`src/rtl/booth_r4_seq_mult.sv`:
```
// rtl/booth_r4_seq_mult.sv - iterative radix-4 Booth multiplier, one digit retired per clock
// Define BOOTH_SKIP_ZERO_EN to finish early once the remaining multiplier digits are all zero.
module booth_r4_seq_mult #(
  parameter  int WIDTH = 8,
  localparam int CNT_W = $clog2(WIDTH/2) + 1
) (
  input  logic               clk,
  input  logic               rst_n,
  input  logic               in_valid,
  output logic               in_ready,
  input  logic [WIDTH-1:0]   multiplicand,
  input  logic [WIDTH-1:0]   multiplier,
  output logic               out_valid,
  input  logic               out_ready,
  output logic [2*WIDTH-1:0] product,
  output logic               busy
);

  typedef enum logic [1:0] {IDLE, CALC, DONE} state_t;

  localparam int              PW   = 2*WIDTH;
  localparam logic [CNT_W-1:0] LAST = CNT_W'(WIDTH/2 - 1);

  state_t           state_q, state_d;
  logic [CNT_W-1:0] cnt_q, cnt_d;
  logic [PW-1:0]    acc_q, acc_d;
  logic [PW-1:0]    m_q, m_d;
  logic [PW-1:0]    prod_q, prod_d;
  logic [WIDTH:0]   qx_q, qx_d;

  logic [CNT_W:0]   shift;
  logic [2:0]       grp;
  logic             dig_valid, dig_twice, dig_neg;
  logic [PW-1:0]    base, addend, acc_sum;
  logic             last_digit;

  // Booth digit datapath; negation is invert plus carry-in so -2^(W-1) operands stay exact.
  always_comb begin
    shift     = {cnt_q, 1'b0};
    grp       = 3'(qx_q >> shift);
    dig_valid = (grp != 3'b000) && (grp != 3'b111);
    dig_twice = (grp == 3'b011) || (grp == 3'b100);
    dig_neg   = grp[2] && dig_valid;
    base      = dig_twice ? (m_q << 1) : m_q;
    addend    = dig_valid ? (base << shift) : '0;
    acc_sum   = acc_q + (addend ^ {PW{dig_neg}}) + PW'(dig_neg);
  end

`ifdef BOOTH_SKIP_ZERO_EN
  logic [CNT_W:0] shift_hi;
  logic [WIDTH:0] q_rem;

  // Upper bits that are pure sign extension decode to zero digits only.
  always_comb begin
    shift_hi   = shift + (CNT_W+1)'(2);
    q_rem      = $signed(qx_q) >>> shift_hi;
    last_digit = (cnt_q == LAST) || (q_rem == '0) || (q_rem == '1);
  end
`else
  assign last_digit = (cnt_q == LAST);
`endif

  always_comb begin
    state_d   = state_q;
    cnt_d     = cnt_q;
    acc_d     = acc_q;
    m_d       = m_q;
    qx_d      = qx_q;
    prod_d    = prod_q;
    in_ready  = 1'b0;
    out_valid = 1'b0;
    busy      = 1'b1;
    case (state_q)
      IDLE: begin
        in_ready = 1'b1;
        busy     = 1'b0;
        if (in_valid) begin
          m_d     = {{WIDTH{multiplicand[WIDTH-1]}}, multiplicand};
          qx_d    = {multiplier, 1'b0};
          acc_d   = '0;
          cnt_d   = '0;
          state_d = CALC;
        end
      end
      CALC: begin
        acc_d = acc_sum;
        cnt_d = cnt_q + CNT_W'(1);
        if (last_digit) begin
          prod_d  = acc_sum;
          state_d = DONE;
        end
      end
      DONE: begin
        out_valid = 1'b1;
        if (out_ready) begin
          state_d = IDLE;
        end
      end
      default: begin
        state_d = IDLE;
      end
    endcase
  end

  always_ff @(posedge clk or negedge rst_n) begin
    if (!rst_n) begin
      state_q <= IDLE;
      cnt_q   <= '0;
      acc_q   <= '0;
      m_q     <= '0;
      qx_q    <= '0;
      prod_q  <= '0;
    end else begin
      state_q <= state_d;
      cnt_q   <= cnt_d;
      acc_q   <= acc_d;
      m_q     <= m_d;
      qx_q    <= qx_d;
      prod_q  <= prod_d;
    end
  end

  assign product = prod_q;

endmodule
```
`config.mk`:
```
export PLATFORM = sky130hd
export DESIGN_NAME = booth_r4_seq_mult
export DESIGN_NICKNAME = d
export VERILOG_FILES = /design/src/rtl/booth_r4_seq_mult.sv
export SDC_FILE = /design/constraint.sdc
export NUM_CORES = 1
export LEC_CHECK = 0
export CAP_MARGIN = 25
export CORE_ASPECT_RATIO = 0.6
export CORE_UTILIZATION = 52
export DETAILED_ROUTE_END_ITERATION = 6
export PLACE_DENSITY = 0.77
export SYNTH_ARGS = -nofsm -noshare
export SYNTH_HDL_FRONTEND = slang
export SYNTH_SLANG_ARGS = --single-unit
export TNS_END_PERCENT = 10
```
`constraint.sdc`:
```
create_clock -name clk -period 4.3 [get_ports clk]
set_input_delay 0.86 -clock clk [delete_from_list [all_inputs] [get_ports clk]]
set_output_delay 0.86 -clock clk [all_outputs]
set_load 0.005 [all_outputs]
```
# Word-level counts from Yosys, hierarchy flattened
# Index checks and enable logic that the tools add are counted.
totals:
  regBits: 53
  elab_cells: 44
  in_bits: 20
classes:
  n_mux: 13
  n_reduce_logical: 10
  shift: 2
  eq_ne: 9
  bitwise_logic: 1
  n_addsub: 3
op_table:
  columns: ["cell", "count"]
  rows:
  - ["16-bit two-way mux", 2]
  - ["16-bit case mux with 2 select lines", 1]
  - ["16-bit by 1-bit adder with 16-bit output", 1]
  - ["16-bit adder", 1]
  - ["16-bit by 4-bit left shift with 16-bit output", 1]
  - ["16-bit bitwise XOR", 1]
  - ["9-bit by 4-bit right shift with 3-bit output", 1]
  - ["8-bit two-way mux", 1]
  - ["3-bit by 2-bit equality test with 1-bit output (second input constant)", 2]
  - ["2-bit two-way mux", 3]
  - ["2-bit != test (second input constant)", 3]
  - ["2-bit case mux with 3 select lines", 1]
  - ["3-bit case mux with 2 select lines", 1]
  - ["2-bit AND reduction", 3]
  - ["3-bit by 1-bit adder with 3-bit output (second input constant)", 1]
  - ["3-bit equality test (second input constant)", 1]
  - ["1-bit two-way mux", 3]
  - ["3-bit two-way mux", 1]
  - ["3-bit != test (second input constant)", 1]
  - ["3-bit AND reduction", 1]
  - ["3-bit nonzero test", 1]
  - ["2-bit by 1-bit equality test with 1-bit output (second input constant)", 1]
  - ["2-bit equality test (second input constant)", 1]
  - ["1-bit logical AND", 2]
  - ["3 further kinds", 3]

# Depth between registers and ports, before layout
# Gate-level depths: netlist (run 1).
logic_depth:
  word_depth: 10
  mapped_depth: 19

# Worst setup path after synthesis (run 1)
# No wires, ideal clock.
synth_timing:
  path_kind: "register -> register"
  start: "reg cnt_q[0]"
  end: "reg acc_q[15]"
  setup_slack_ps: 116
  t_arrival_ps: 4049
  setup_ps: 135
  required_ps: 4165
  period_less_slack_ps: 4184
  stages_incl_launch_ff: 18
  path_cell_list: "dfrtp_1 > mux4_2 > clkinv_1 > o211ai_2 > a21oi_2 > buf_6 > mux4_2 > mux2i_1 > mux2i_1 > ha_1 > a21o_1 > a21o_1 > a21o_1 > a21o_1 > a21o_1 > a21oi_2 > o311a_1 > o31ai_1"
synth_between:
  elab_chain_cells: 10
synth_rtl:
  columns: ["element", "line", "text"]
  rows:
  - ["start, declared", "25", "logic [CNT_W-1:0] cnt_q, cnt_d;"]
  - ["start signal, assigned", "115", "cnt_q <= cnt_d;"]
  - ["9-bit by 4-bit right shift with 3-bit output", "40", "grp = 3'(qx_q >> shift);"]
  - ["3-bit by 2-bit equality test with 1-bit output or 3-bit equality test (tied branches)", "42", "dig_twice = (grp == 3'b011) || (grp == 3'b100);"]
  - ["1-bit logical OR", "42", null]
  - ["8-bit two-way mux", "44", "base = dig_twice ? (m_q << 1) : m_q;"]
  - ["16-bit by 4-bit left shift with 16-bit output", "45", "addend = dig_valid ? (base << shift) : '0;"]
  - ["16-bit two-way mux", "45", null]
  - ["16-bit bitwise XOR", "46", "acc_sum = acc_q + (addend ^ {PW{dig_neg}}) + PW'(dig_neg);"]
  - ["16-bit adder", "46", null]
  - ["16-bit by 1-bit adder with 16-bit output (*)", "46", null]
  - ["16-bit case mux with 2 select lines (*)", "73", "case (state_q)"]
  - ["end signal, assigned", "109", "acc_q <= '0;"]
  - ["end signal, assigned", "116", "acc_q <= acc_d;"]
  - ["end, declared", "26", "logic [PW-1:0] acc_q, acc_d;"]
# Mark *: on every way between the ends. The rest lies on a longest branch, timed or not.
# A chain may end at the register's enable or synchronous reset.

# Final worst setup path (run 1)
layout_timing:
  start: "reg cnt_q[0]"
  end: "reg prod_q[13], in the netlist product[13]"
layout_between:
  elab_chain_cells: 9
layout_rtl:
  columns: ["element", "line", "text"]
  rows:
  - ["9-bit by 4-bit right shift with 3-bit output", "40", null]
  - ["3-bit by 2-bit equality test with 1-bit output or 3-bit equality test (tied branches)", "42", null]
  - ["1-bit logical OR", "42", null]
  - ["8-bit two-way mux", "44", null]
  - ["16-bit by 4-bit left shift with 16-bit output", "45", null]
  - ["16-bit two-way mux", "45", null]
  - ["16-bit bitwise XOR", "46", null]
  - ["16-bit adder", "46", null]
  - ["16-bit by 1-bit adder with 16-bit output", "46", null]
  - ["end signal, assigned", "119", "prod_q <= prod_d;"]
  - ["end, declared", "28", "logic [PW-1:0] prod_q, prod_d;"]
# Several ways; a longest one is shown, not always the timed one.

==> flow_summary.yaml, run 1 <==
run:
  drv_cap: 0
synth:
  syn_nets: 412
  yosys_warnings: 0
  synthCells: 374
  ys_types: 58
  syn_avg_cell_area_um2: 9.67
  async_flop_share_pct: 100
  syn_area_um2: 3620
  ys_ff_latch: 53
  synth_edf_count: 0
  seq_area_frac_synth_pct: 36.7
  ys.flop_type: "dfrtp_1"
detailed_routing:
  antenna_left: 0
  drtIter0Drc: 238
  wl_um: 10100
  firstDrtPassIters: 5
  vias_per_cell: 6.04
  drc: 0
  vias: 3294
  wl_per_cell_um: 18.6
setup_path:
  worstSetupPathType: "reg2reg"
  arrival_ns: 4.51
  worstPathMaxFanout: 6
  r2r-end: "product[13]"
  reg2regPathDepth: 20
  worst_setup_path_end_kind: "flop"
  cp.required_ns: 4.53
  rrSetupSlack_ns: 0.02
  cp-start-kind: "flop"
  r2r_start: "cnt_q[0]"
clock_tree:
  clock_latency_ns: 0.29
  cts-htree-levels: 2
  cts_made_buffers: 5
  hold_buffers: 0
  root_buffer: "clkbuf_16"
  cts.path.max_buffers: 2
  cts.sinks: 53
  clkSlewWorstSetupHoldPaths_ns: 0.07
  cts_tree: "yes"
cells_and_area:
  area_growth_pct: 31.3
  multiInputGateArea_um2: 2290
  fin_cells: 545
  seq_area_um2: 1330
  drive_gt1_share_pct: 26.6
  diodes: 0
  fillCellCount: 527
  fin_nets: 496
sta:
  finalHoldViolCount: 0
  setup_ws_ns: 0.0214
  holdWs_ns: 0.483
  rsz0062_at_grt: "true"
  drv_slew: 0
  period_share_pct: 99.5
  min_period_ns: 4.28
  skew_ns: 0.00431
  finalSetupViolCount: 0
  maxSlewHeadroom_pct: 46.5
  tightest_slew_ns: 0.802
  fmax_mhz: 234
die:
  dieWidth_um: 110
  row_count: 23
  die_area_um2: 7300
  io-pin-count: 39
  core_um2: 6710
  die-height_um: 66.6
  start_util_pct: 53.9
global_routing:
  grt_pass1_vias: 3031
  grt_pass1_wl_um: 15300
  antenna_found_initial: 0
  grt_max_degree: 54
  track_usage_pct: 28.1
  grt_overflow: 0
worst_hold_path:
  hold_end: "product[8]"
  worstHoldPathType: "reg2reg"
  worstHoldStart: "product[8]"
  hold_depth: 2
place:
  port_buffers: 38
  dpl.cell_count: 531
  place_ws_ns: -0.0928
  place.gp.congestion: 0.967
  hpwlAfterDp_um: 7090
status:
  outcome: "finished clean"
[per-layer routing]
| layer | global-route usage [%] | routed length (um) | share of wire [%] | vias up |
|---|---|---|---|---|
| met5 | 0 | 0 | 0 | - |
| li1 | - | - | - | 1542 |
| met4 | 5.17 | 65 | 0.64 | 0 |
| met3 | 5.58 | 636 | 6.3 | 9 |
| met2 | 42.1 | 4550 | 45 | 108 |
| met1 | 41.9 | 4890 | 48 | 1635 |
[cell type report]
| cell class | count | area share (%) |
|---|---|---|
| inverters | 13 | 1.03 |
| well taps | 87 | 2.29 |
| multi-input cells | 289 | 48.3 |
| repair buffers | 96 | 17.5 |
| flip-flops and latches | 53 | 28.0 |
| clock buffers | 7 | 3.00 |
[Yosys cell counts (4+ instances only)]
library cell	instances	area [um2]
mux2i_1	27	270
xor2_1	6	52.6
a31oi_1	4	25.0
nor2_1	14	52.6
nor3_1	7	35.0
nand2_1	36	135
a21o_1	8	60.1
ha_1	17	213
o21ai_0	28	140
nand2b_1	7	43.8
o31ai_1	6	45.0
inv_1	11	41.3
nand4_1	4	25.0
mux2_2	18	203
nand3_1	22	110
mux4_2	5	113
xnor2_1	7	61.3
a21oi_1	18	90.1
o211ai_1	4	30.0
clkbuf_1	14	52.6
dfrtp_1	53	1330
[placed cells by master (no fill, tap or decap), types with 7 or more instances in the layout]
master	netlist	final
buf_4	1	53
nor2_1	14	14
a21o_1	8	8
nand2_1	36	36
mux2_2	18	18
nand3_1	22	22
a21oi_1	18	13
xnor2_1	7	7
dfrtp_1	53	52
mux2i_1	27	21
o21ai_0	28	24
inv_1	11	11
ha_1	17	15
clkdlybuf4s50_1	0	37
[worst max-delay path, stage by stage, from the launching register on]
cell	delay (ns)
dfrtp_2	0.43
mux4_2	0.56
inv_2	0.08
nand4_1	0.12
a21oi_2	0.21
buf_6	0.16
buf_4	0.14
mux2i_4	0.26
buf_6	0.14
mux2i_1	0.07
a21oi_2	0.20
mux2i_1	0.28
ha_2	0.26
a21o_1	0.14
a21o_1	0.11
a21o_1	0.13
a21o_1	0.11
a21o_1	0.16
a21oi_4	0.06
or4_1	0.51
nand3_1	0.08
[metrics by stage]
step	util, %	area [um2]	setup TNS, ns
floorplan	-	3620	0
global placement	65.6	4400	0
detailed placement	65.6	4400	-0.533
CTS	68.0	4560	-0.00462
global route	70.8	4750	-1.94
finish	70.8	4750	0
[repair_timing]
action | in CTS | in global routing
pin swaps | 2 | 28
buffers inserted | 0 | 7
setup endpoints to repair | 13 | 16
resized for setup | 7 | 33
[flip-flops by register name (all words and copies together) (netlist names)]
| register | cells |
|---|---|
| acc_q | 16 |
| product | 16 |
| m_q | 8 |
| qx_q | 8 |
| cnt_q | 3 |
| state_q | 2 |
[logic make-up after synthesis]
kind of cell / share of synthesized area (%)
AO/OA/AOI/OAI: 17.6
XOR/XNOR: 3.15
adder cells (fa/ha/maj): 6.43
buffers and inverters: 3.67
flip-flops: 36.7
multiplexers: 17.2
AND/OR/NAND/NOR: 15.2
[worst max path at each step]
stage	from	to	slack, ns
after floorplan	cnt_q[0]	acc_q[15]	0.12
after global placement	cnt_q[0]	acc_q[13]	0.07
after detailed placement	cnt_q[0]	product[11]	-0.09
after CTS	cnt_q[0]	product[11]	-0.003
after global routing	cnt_q[0]	product[13]	-0.20
final	cnt_q[0]	product[13]	0.02
Power of run 1 is left out: the tool's default activity adds up to more than one toggle a clock period on the data nets, which glitch-free logic cannot reach.
==> run 2, diff against run 1 <==
CORE_ASPECT_RATIO = default   (was 0.6)
PLACE_DENSITY = default   (was 0.77)
PLACE_DENSITY_LB_ADDON = 0.12   (was default)
==> run 2 against run 1 <==
Against the previous run:
- the run now ends with negative setup slack left
- core utilization down 2.4 points
- highest routed layer unchanged
- clock-buffer cell count stayed put
- die area shrank 0.15%
- design area decreased by 2.6%
- first-iteration DRC count decreased by 18%
- critical path depth fell by 3
- critical endpoint is now acc_q[13]
- non-clock buffer count decreased by 6
- clock skew is 0.0028 ns higher
- global-route usage fell by 1.2 points
==> flow_summary.yaml, run 2 (synthesized netlist as in run 1, its figures left out) <==
status:
  outcome: "complete, but fails checks"
  violations: "negative setup slack"
global_routing:
  track_usage_pct: 26.9
  grt_max_degree: 54
  antenna_found_initial: 0
  grt_pass1_vias: 3008
  grt_pass1_wl_um: 15400
  grt_overflow: 0
detailed_routing:
  antenna_left: 0
  wl_met3_um: 427
  drc: 0
  wl_um: 9050
  wl_met2_um: 4290
  wl_per_cell_um: 17.0
  vias: 3171
  firstDrtPassIters: 5
  drtIter0Drc: 196
  vias_per_cell: 5.95
  top_layer: "met4"
  wl_met1_um: 4250
setup_path:
  rrSetupSlack_ns: -0.07
  reg2regPathDepth: 17
  r2r_start: "cnt_q[0]"
  cp-start-kind: "flop"
  arrival_ns: 4.62
  worst_setup_path_end_kind: "flop"
  worstPathMaxFanout: 5
  cp.required_ns: 4.55
  worstSetupPathType: "reg2reg"
  r2r-end: "acc_q[13]"
place:
  place_ws_ns: -0.187
  place.gp.congestion: 0.907
  dpl.cell_count: 514
  port_buffers: 38
  hpwlAfterDp_um: 6440
clock_tree:
  cts.sinks: 53
  clock_latency_ns: 0.31
  cts-htree-levels: 2
  root_buffer: "clkbuf_8"
  clkSlewWorstSetupHoldPaths_ns: 0.10
  cts.path.max_buffers: 2
  cts_made_buffers: 5
  cts_tree: "yes"
  hold_buffers: 0
worst_hold_path:
  worstHoldPathType: "reg2reg"
  hold_depth: 2
  worstHoldStart: "product[7]"
  hold_end: "product[7]"
cells_and_area:
  fin_cells: 533
  drive_gt1_share_pct: 23.2
  seq_area_um2: 1330
  final_common_cell: "dfrtp_1"
  multiInputGateArea_um2: 2230
  layout_common_cells: "dfrtp_1 (52), buf_4 (47), clkdlybuf4s50_1 (37)"
  fin_nets: 490
  area_growth_pct: 27.9
  fillCellCount: 530
  diodes: 0
sta:
  finalHoldViolCount: 0
  fmax_mhz: 229
  skew_ns: 0.00712
  setup_ws_ns: -0.0712
  finalSetupViolCount: 8
  tightest_slew_ns: 0.786
  rsz0062_at_grt: "true"
  drv_slew: 0
  min_period_ns: 4.37
  period_share_pct: 102
  maxSlewHeadroom_pct: 47.6
  fin_tns_setup_ns: -0.301
die:
  io-pin-count: 39
  core_um2: 6760
  start_util_pct: 53.5
  row_count: 30
  die-height_um: 85.4
  die_area_um2: 7290
  dieWidth_um: 85.4
run:
  drv_cap: 0
## run 2: cell count changes in the layout (fill, tap and decap cells not counted), sizes merged
cell,change
bufinv,+1
buf,-6
## run 2: timing repair
| action | CTS | global route |
|---|---|---|
| buffers inserted | 7 | 3 |
| setup endpoints to repair | 12 | 19 |
| pin swaps | 12 | 7 |
| gates resized for setup | 9 | 14 |
## run 2: per-layer routing
metal / GRT usage, % / up-vias
li1: - / 1536
met1: 39.1 / 1529
met2: 43.8 / 95
met3: 2.72 / 11
met4: 5.61 / 0
met5: 0 / -
## run 2: metrics by stage
| stage | hold WS (ns) | utilization (%) | instance area, um2 |
|---|---|---|---|
| after floorplan | 0.456 | - | 3620 |
| after global routing | 0.506 | 68.5 | 4630 |
| final | 0.488 | 68.5 | 4630 |
| after global placement | 0.464 | 63.8 | 4310 |
| after detailed placement | 0.471 | 64.0 | 4320 |
| after CTS | 0.494 | 67.0 | 4520 |
## run 2: area by class of cell
type | count | share of cell area, %
inverter | 13 | 1.05
clock inverter | 1 | 0.649
timing repair buffer | 90 | 17.4
sequential | 53 | 28.7
multi-input combinational | 289 | 48.2
clock buffer | 7 | 1.87
tap | 80 | 2.16
## run 2: worst max path at each step
stage / to / startpoint / slack, ns
global route: product[13] / cnt_q[0] / -0.27
CTS: acc_q[13] / cnt_q[0] / 0.01
global placement: product[11] / cnt_q[0] / -0.07
floorplan: acc_q[15] / cnt_q[0] / 0.12
detailed placement: acc_q[13] / cnt_q[0] / -0.19
finish: acc_q[13] / cnt_q[0] / -0.07
## run 2: worst max-delay path, cell delays in order (launching register included)
cell	delay, ns
dfrtp_2	0.42
mux4_2	0.54
inv_2	0.08
nand4_1	0.16
a21oi_4	0.25
buf_6	0.13
mux4_2	0.51
mux2i_1	0.17
mux2i_1	0.13
buf_4	0.15
buf_4	0.12
ha_1	0.35
nand4_1	0.18
a211oi_4	0.29
a21oi_4	0.12
buf_6	0.14
or4_1	0.46
nand3_1	0.10
Power of run 2 is left out for the same reason.
